## config.mk

```make
export PLATFORM = sky130hd
export DESIGN_NAME = mem_loader
export DESIGN_NICKNAME = d
export VERILOG_FILES = /design/src/rtl/mem_loader.sv
export SDC_FILE = /design/constraint.sdc
export NUM_CORES = 1
export LEC_CHECK = 0
export BUFFER_PORTS_ARGS = -buffer_cell sky130_fd_sc_hd__buf_2
export CAP_MARGIN = 20
export CORE_MARGIN = 4
export CORE_UTILIZATION = 56
export CTS_CLUSTER_SIZE = 30
export DETAILED_ROUTE_END_ITERATION = 7
export PLACE_DENSITY = 0.87
export SETUP_SLACK_MARGIN = 0.02
export SYNTH_ARGS = -nofsm -noshare
export SYNTH_HDL_FRONTEND = slang
export SYNTH_SLANG_ARGS = --single-unit
```

## constraint.sdc

```tcl
create_clock -name clk -period 2.9 [get_ports clk]
set_clock_uncertainty 0.15 [all_clocks]
set_input_delay 0.435 -clock clk [delete_from_list [all_inputs] [get_ports clk]]
set_output_delay 0.435 -clock clk [all_outputs]
set_load 0.01 [all_outputs]
```

## src/rtl/mem_loader.sv

```systemverilog
// Program loader: accepts a big-endian byte stream (word count, then words),
// writes the words to consecutive memory addresses and releases the CPU once the image is complete.
module mem_loader #(
  parameter int                    ADDR_WIDTH = 32,
  parameter logic [ADDR_WIDTH-1:0] BASE_ADDR  = '0,
  parameter int                    MAX_WORDS  = 4096
) (
  input  logic                  clk,
  input  logic                  reset,
  input  logic [7:0]            in_data,
  input  logic                  in_valid,
  output logic                  in_ready,
  output logic                  mem_we,
  output logic [ADDR_WIDTH-1:0] mem_addr,
  output logic [31:0]           mem_wdata,
  output logic                  cpu_reset,
  output logic                  done,
  output logic                  error,
  output logic [15:0]           words_written
);

  typedef enum logic [2:0] {
    S_HEADER,
    S_DATA,
    S_WRITE,
    S_DONE,
    S_ERROR
  } state_t;

  localparam logic [31:0] MAX_COUNT = MAX_WORDS;

  state_t      state;
  state_t      next_state;
  logic [1:0]  byte_cnt;
  logic [23:0] shift;
  logic [31:0] count;
  logic [31:0] assembled;
  logic        take;
  logic        last_byte;

  // Reset gates in_ready so no byte is ever taken while the block restarts.
  assign in_ready  = (state == S_HEADER || state == S_DATA) && !reset;
  assign take      = in_valid && in_ready;
  assign last_byte = take && (byte_cnt == 2'd3);
  assign assembled = {shift, in_data};

  // NOTE: sequential state is updated with non-blocking assignments only, so
  // every flop samples the pre-edge values of the others.
  always_ff @(posedge clk) begin
    if (reset) state <= S_HEADER;
    else       state <= next_state;
  end

  // NOTE: every output of this block gets a default before the case, so no
  // path leaves a signal unassigned and no latch is inferred.
  always_comb begin
    next_state = state;
    mem_we     = 1'b0;
    done       = 1'b0;
    error      = 1'b0;
    cpu_reset  = 1'b1;
    case (state)
      S_HEADER: begin
        if (last_byte) begin
          if (assembled > MAX_COUNT)  next_state = S_ERROR;
          else if (assembled == '0)   next_state = S_DONE;
          else                        next_state = S_DATA;
        end
      end
      S_DATA: begin
        if (last_byte) next_state = S_WRITE;
      end
      S_WRITE: begin
        mem_we = 1'b1;
        if (32'(words_written) + 32'd1 == count) next_state = S_DONE;
        else                                     next_state = S_DATA;
      end
      S_DONE: begin
        done      = 1'b1;
        cpu_reset = 1'b0;
      end
      S_ERROR: begin
        error = 1'b1;
      end
      default: next_state = S_HEADER;
    endcase
  end

  always_ff @(posedge clk) begin
    if (reset) begin
      byte_cnt      <= 2'd0;
      shift         <= '0;
      count         <= '0;
      words_written <= '0;
      mem_addr      <= BASE_ADDR;
      mem_wdata     <= '0;
    end else begin
      if (take) begin
        shift    <= assembled[23:0];
        byte_cnt <= byte_cnt + 2'd1;
      end
      if (state == S_HEADER && last_byte) count <= assembled;
      // Address and data are captured with the 4th byte so they are stable for the whole write cycle.
      if (state == S_DATA && last_byte) begin
        mem_addr  <= BASE_ADDR + ADDR_WIDTH'({words_written, 2'b00});
        mem_wdata <= assembled;
      end
      if (state == S_WRITE) begin
        words_written <= words_written + 16'd1;
        byte_cnt      <= 2'd0;
      end
    end
  end

endmodule

```

* Word-level counts from Yosys, hierarchy flattened
Cells that the tools add are included.
Cells by class: add/subtract/negate cells 3, magnitude comparators 1, equal/unequal tests 8, mux-type cells 10, bitwise gates (word level) 1, reductions and logical operators 12
Operators with widths (number):
- 17-bit by 32-bit equality test with 1-bit output | 1
- 32-bit by 13-bit > comparator with 1-bit output, second input constant | 1
- 32-bit zero test | 1
- 16-bit by 1-bit adder with 17-bit output, second input constant | 1
- 16-bit by 1-bit adder with 16-bit output, second input constant | 1
- 3-bit case mux with 4 select lines | 1
- 3-bit 2-to-1 mux | 3
- 3-bit by 2-bit equality test with 1-bit output, second input constant | 2
- 1-bit logical AND | 5
- 1-bit 2-to-1 mux | 4
- 2-bit 2-to-1 mux | 2
- 2-bit != test, second input constant | 2
- 2-bit OR reduction | 2
- 3-bit by 1-bit equality test with 1-bit output, second input constant | 1
- 3-bit equality test, second input constant | 1
- 3-bit zero test | 1
- 3-bit AND reduction | 1
- 2-bit by 1-bit adder with 2-bit output, second input constant | 1
- 2-bit equality test, second input constant | 1
- 1-bit zero test | 1
- 1-bit logical OR | 1
- 1-bit inverter | 1
Storage, ports and cells: register bits 125, input bits 11, word-level logic and storage cells 42

* Longest topological paths before layout
depth after elaboration 7, gate-level depth with buffers 10, depth with buffers taken out 7

* Least setup slack after synthesis
Ideal clock, no wire load.
kind input to register, start point input reset, end point register count[10], setup time 0.132 ns, arrival 1.979 ns, data required time 2.618 ns, slack 0.638 ns, stages on the path 10, path buffers 4, path through clkbuf_1 -> nor3_1 -> and2_1 -> buf_2 -> nand2_1 -> or2_2 -> clkbuf_1 -> buf_2 -> nand2_1 -> a21oi_1
On the way: word-level cells in the longest chain between the ends 5
RTL lines:
- start: declaration | line 9 | input logic reset,
- 1-bit zero test | line 42 | assign in_ready = (state == S_HEADER || state == S_DATA) && !reset;
- 1-bit logical AND | line 42
- via in_ready | line 12 | output logic in_ready,
- 1-bit logical AND | line 43 | assign take = in_valid && in_ready;
- 1-bit logical AND | line 44 | assign last_byte = take && (byte_cnt == 2'd3);
- 1-bit logical AND | line 102 | if (state == S_HEADER && last_byte) count <= assembled;
- end signal: assignment | line 102
- end: declaration | line 36 | logic [31:0] count;
The timed path passes the listed nets, and every way through them passes these cells. A chain may end at the register's enable or synchronous reset.

* Final worst setup path
start point register words_written[0], end point register state[1]
On the way: word-level cells in the longest chain between the ends 4
RTL lines:
- start: declaration | line 19 | output logic [15:0] words_written
- start signal: assignment | line 109 | words_written <= words_written + 16'd1;
- 16-bit by 1-bit adder with 17-bit output | line 75 | if (32'(words_written) + 32'd1 == count) next_state = S_DONE;
- 17-bit by 32-bit equality test with 1-bit output | line 75
- 2-bit 2-to-1 mux | line 75
- 3-bit case mux with 4 select lines | line 62 | case (state)
- end signal: assignment | line 51 | else state <= next_state;
- end: declaration | line 32 | state_t state;
No other way between the ends.

==> reports/qor.csv <==
metric;value;unit
number of cells after detailed placement;853;
Worst-path clk slew;0.06;ns
family with the most delay on the worst path;simple AND/OR/NAND/NOR gates;
fraction of the mapped netlist area in adder cells;0.00698;
sum of net half-perimeters after detailed placement;9.02;mm
most common cell after layout, fill and taps aside;sky130_fd_sc_hd__nand2_1;
Max-Cap Viols;0;
deepest clock path buffer count;2;
internal power;3.21;mW
master of the slowest instance on the critical path;sky130_fd_sc_hd__dfxtp_1;
global-route total usage across every layer;0.245;
H-tree depth reported by CTS;4;
share of flip-flops with an asynchronous set or reset after synthesis;0;
area added between synthesis and finish;18.8;%
final period demand of the worst path;2.54;ns
endpoint arrival time on the critical path;2.85;ns
maximum operating frequency;394;MHz
Worst R2R End;state[1];
weighted congestion reported at the end of routability-driven placement;0.905;
quantity of I/O buffers inserted on ports;79;
FF-to-FF path depth;7;
clock network fraction of design power;0.542;
synthesized area per cell;7.87;sq um
switching power as a share of total power;0.216;
switching power of the nets;0.885;mW
residual DRC count;0;
filler cell count;757;
setup slack, reg-to-reg;0.36;ns
EDFF count, synth;0;
die outline height;106;um
#FFs+latches synth;125;
maximum number of pins on one net before global-route repair;83;
io pins;96;
most frequent cells in the layout;201 x sky130_fd_sc_hd__nand2_1, 125 x sky130_fd_sc_hd__dfxtp_1, 89 x sky130_fd_sc_hd__a21oi_1;
critical path's largest stage delay;0.53;ns
number of global-route vias before repair;4717;
Non-Filler Instances;885;
critical path startpoint category;flip-flop;
routed wire length;13.6;mm
Worst setup EP type;flip-flop;
Crit Reg-Reg Startpoint;words_written[0];
chip width;106;um
average wire per cell in the routed design;15.3;um
initial antenna violation count;0;
synthesized-area fraction occupied by ao, oa, aoi and oai cells;0.133;
Critical Path, Cell by Cell;ha_1 > nand3_1 > nor4_4 > xnor2_1 > o22ai_1 > nor4_1 > a41o_1;
global-route wire length before repair;22.5;mm
total clock sinks;125;
result of the run;completed;
total negative slack;0;ns
prevailing post-synth register cell;sky130_fd_sc_hd__dfxtp_1;
WS Path Type;flip-flop to flip-flop;
post-synthesis cell type count;43;
number of slew-limit violations in the final report;0;
TritonCTS clock tree;built;
count of buffering cells on the critical path with inverters included;0;
setup repair after global routing missed its margin;no;
xor-xnor portion of the synthesized cell area;0.0505;
number of vias per cell after detailed routing;5.59;
startpoint of the lowest-slack hold path;in_data[4];
number of buffers created by CTS;17;
fraction of layout cells with a size suffix above 1;0.173;
routed vias;4950;
power density normalized to cell area;642;nW/um^2
Syn Inst Count;683;
post-cts hold buffer count;0;
share of power burned in combinational logic;0.027;
Gates resized, CTS repair;0;
Starting Density;0.579;
worst endpoint required time;3.21;ns
VDD IR max;0.000477;V
post-CTS setup repair buffer count;0;
total of warnings raised by yosys;0;
TritonRoute pass-1 iters;5;
class of the most critical hold timing path;input pin to flip-flop;
share of the core filled with cells in the final layout;0.688;
core box area;9280;sq um
Final #Nets;757;
LEAKAGE;2.47;nW
Worst Tran Pin Value;0.736;ns
mux contribution to synthesized area;0.00931;
number of diodes;0;
largest family of logic cells by synthesized area;simple AND/OR/NAND/NOR gates;
GR Overflow Total;0;
part of the Yosys area used for sequential elements;0.465;
max-slew headroom at the worst pin;0.509;
Post-Place Worst Slack;0.445;ns
Endpoint, Worst Hold;shift[4];
clock insertion delay at the later pin of the skew report;0.52;ns
number of hold violations in the final report;0;
sequential fraction of design power;0.431;
Final period util;0.874;
First DRT Iteration DRCs;375;
Max Fanout on Critical Path;9;
remaining antenna violation count;0;
Die Area;11200;sq um
number of standard-cell rows in the floorplan;35;
final worst-path setup slack;0.364;ns
post-synthesis instance area;5380;sq um
hold-critical path depth;3;
basic-gate share of the synthesized area counting and, or, nand and nor cells;0.269;
Root Buffer Master;sky130_fd_sc_hd__clkbuf_8;
count of final setup violators;0;
## worst reg2reg max path, stage by stage, from the launching register on
cell and delay (ns):
sky130_fd_sc_hd__dfxtp_1 0.53, sky130_fd_sc_hd__ha_1 0.36, sky130_fd_sc_hd__nand3_1 0.26, sky130_fd_sc_hd__nor4_4 0.41, sky130_fd_sc_hd__xnor2_1 0.18, sky130_fd_sc_hd__o22ai_1 0.11
sky130_fd_sc_hd__nor4_1 0.28, sky130_fd_sc_hd__a41o_1 0.20
## state kept, by name, indices dropped and copies added, names as in the netlist
| signal | count |
|---|---|
| count | 32 |
| mem_wdata | 32 |
| shift | 24 |
| mem_addr | 16 |
| words_written | 16 |
| state | 3 |
| byte_cnt | 2 |
## worst max path at each step
stage,from,end,depth (start not counted)
global route,words_written[0],state[1],7
detailed placement,words_written[0],state[1],7
finish,words_written[0],state[1],7
floorplan,reset,count[10],10
global placement,reset,state[1],5
CTS,words_written[0],state[1],7
## synth_stat cells, types with 9 or more instances
cell / n / area share
sky130_fd_sc_hd__buf_2: 15 / 0.014
sky130_fd_sc_hd__nand2_1: 201 / 0.14
sky130_fd_sc_hd__xor2_1: 13 / 0.021
sky130_fd_sc_hd__nand2b_1: 26 / 0.030
sky130_fd_sc_hd__buf_4: 18 / 0.025
sky130_fd_sc_hd__nand3_1: 13 / 0.012
sky130_fd_sc_hd__a21oi_1: 89 / 0.083
sky130_fd_sc_hd__clkbuf_1: 30 / 0.021
sky130_fd_sc_hd__xnor2_1: 18 / 0.029
sky130_fd_sc_hd__dfxtp_1: 125 / 0.47
sky130_fd_sc_hd__nor3_1: 9 / 0.0084
sky130_fd_sc_hd__nor4_1: 15 / 0.017
sky130_fd_sc_hd__nor2_1: 19 / 0.013
sky130_fd_sc_hd__o21ai_0: 32 / 0.030
## layer usage
| layer | vias up | part of all wire | global-route usage |
|---|---|---|---|
| met1 | 2262 | 0.43 | 0.323 |
| li1 | 2370 | - | - |
| met4 | 0 | 0.020 | 0.0796 |
| met5 | - | 0 | 0 |
| met3 | 43 | 0.089 | 0.0595 |
| met2 | 275 | 0.46 | 0.396 |
## power by group through the flow
stage               Clock [mW]  Combinational, mW  Sequential [mW]
CTS                       2.23              0.107             1.77
global placement             0              0.102             1.80
global route              2.32              0.122             1.77
detailed placement           0              0.104             1.80
floorplan                    0             0.0927             1.79
finish                    2.22              0.110             1.77
## cells by family after synthesis
| family | after synthesis |
|---|---|
| fa+ha+maj | 3 |
| compound gates | 134 |
| mux | 5 |
| simple gates | 314 |
| xor+xnor | 31 |
| buf+inv | 70 |
| other cells | 1 |
| flops | 125 |
## per-stage QoR
| step | instance area [sq um] | total power [mW] | hold slack, ns |
|---|---|---|---|
| after floorplan | 5430 | 1.88 | 0.286 |
| after global placement | 5760 | 1.90 | 0.288 |
| after detailed placement | 5760 | 1.91 | 0.295 |
| after CTS | 6390 | 4.11 | 0.0195 |
| after global routing | 6390 | 4.21 | 0.0471 |
| final | 6390 | 4.10 | 0.0409 |
## layout make-up
class / instances / area [sq um] / area share
Sequential cell: 125 / 2500 / 0.392
Timing Repair Buffer: 91 / 488 / 0.0764
Multi-Input combinational cell: 503 / 2580 / 0.405
Clock buffer: 19 / 442 / 0.0692
Clock inverter: 13 / 189 / 0.0296
Tap cell: 129 / 161 / 0.0253
Inverter: 5 / 18.8 / 0.00294
Power figures use the tool's default switching activity.
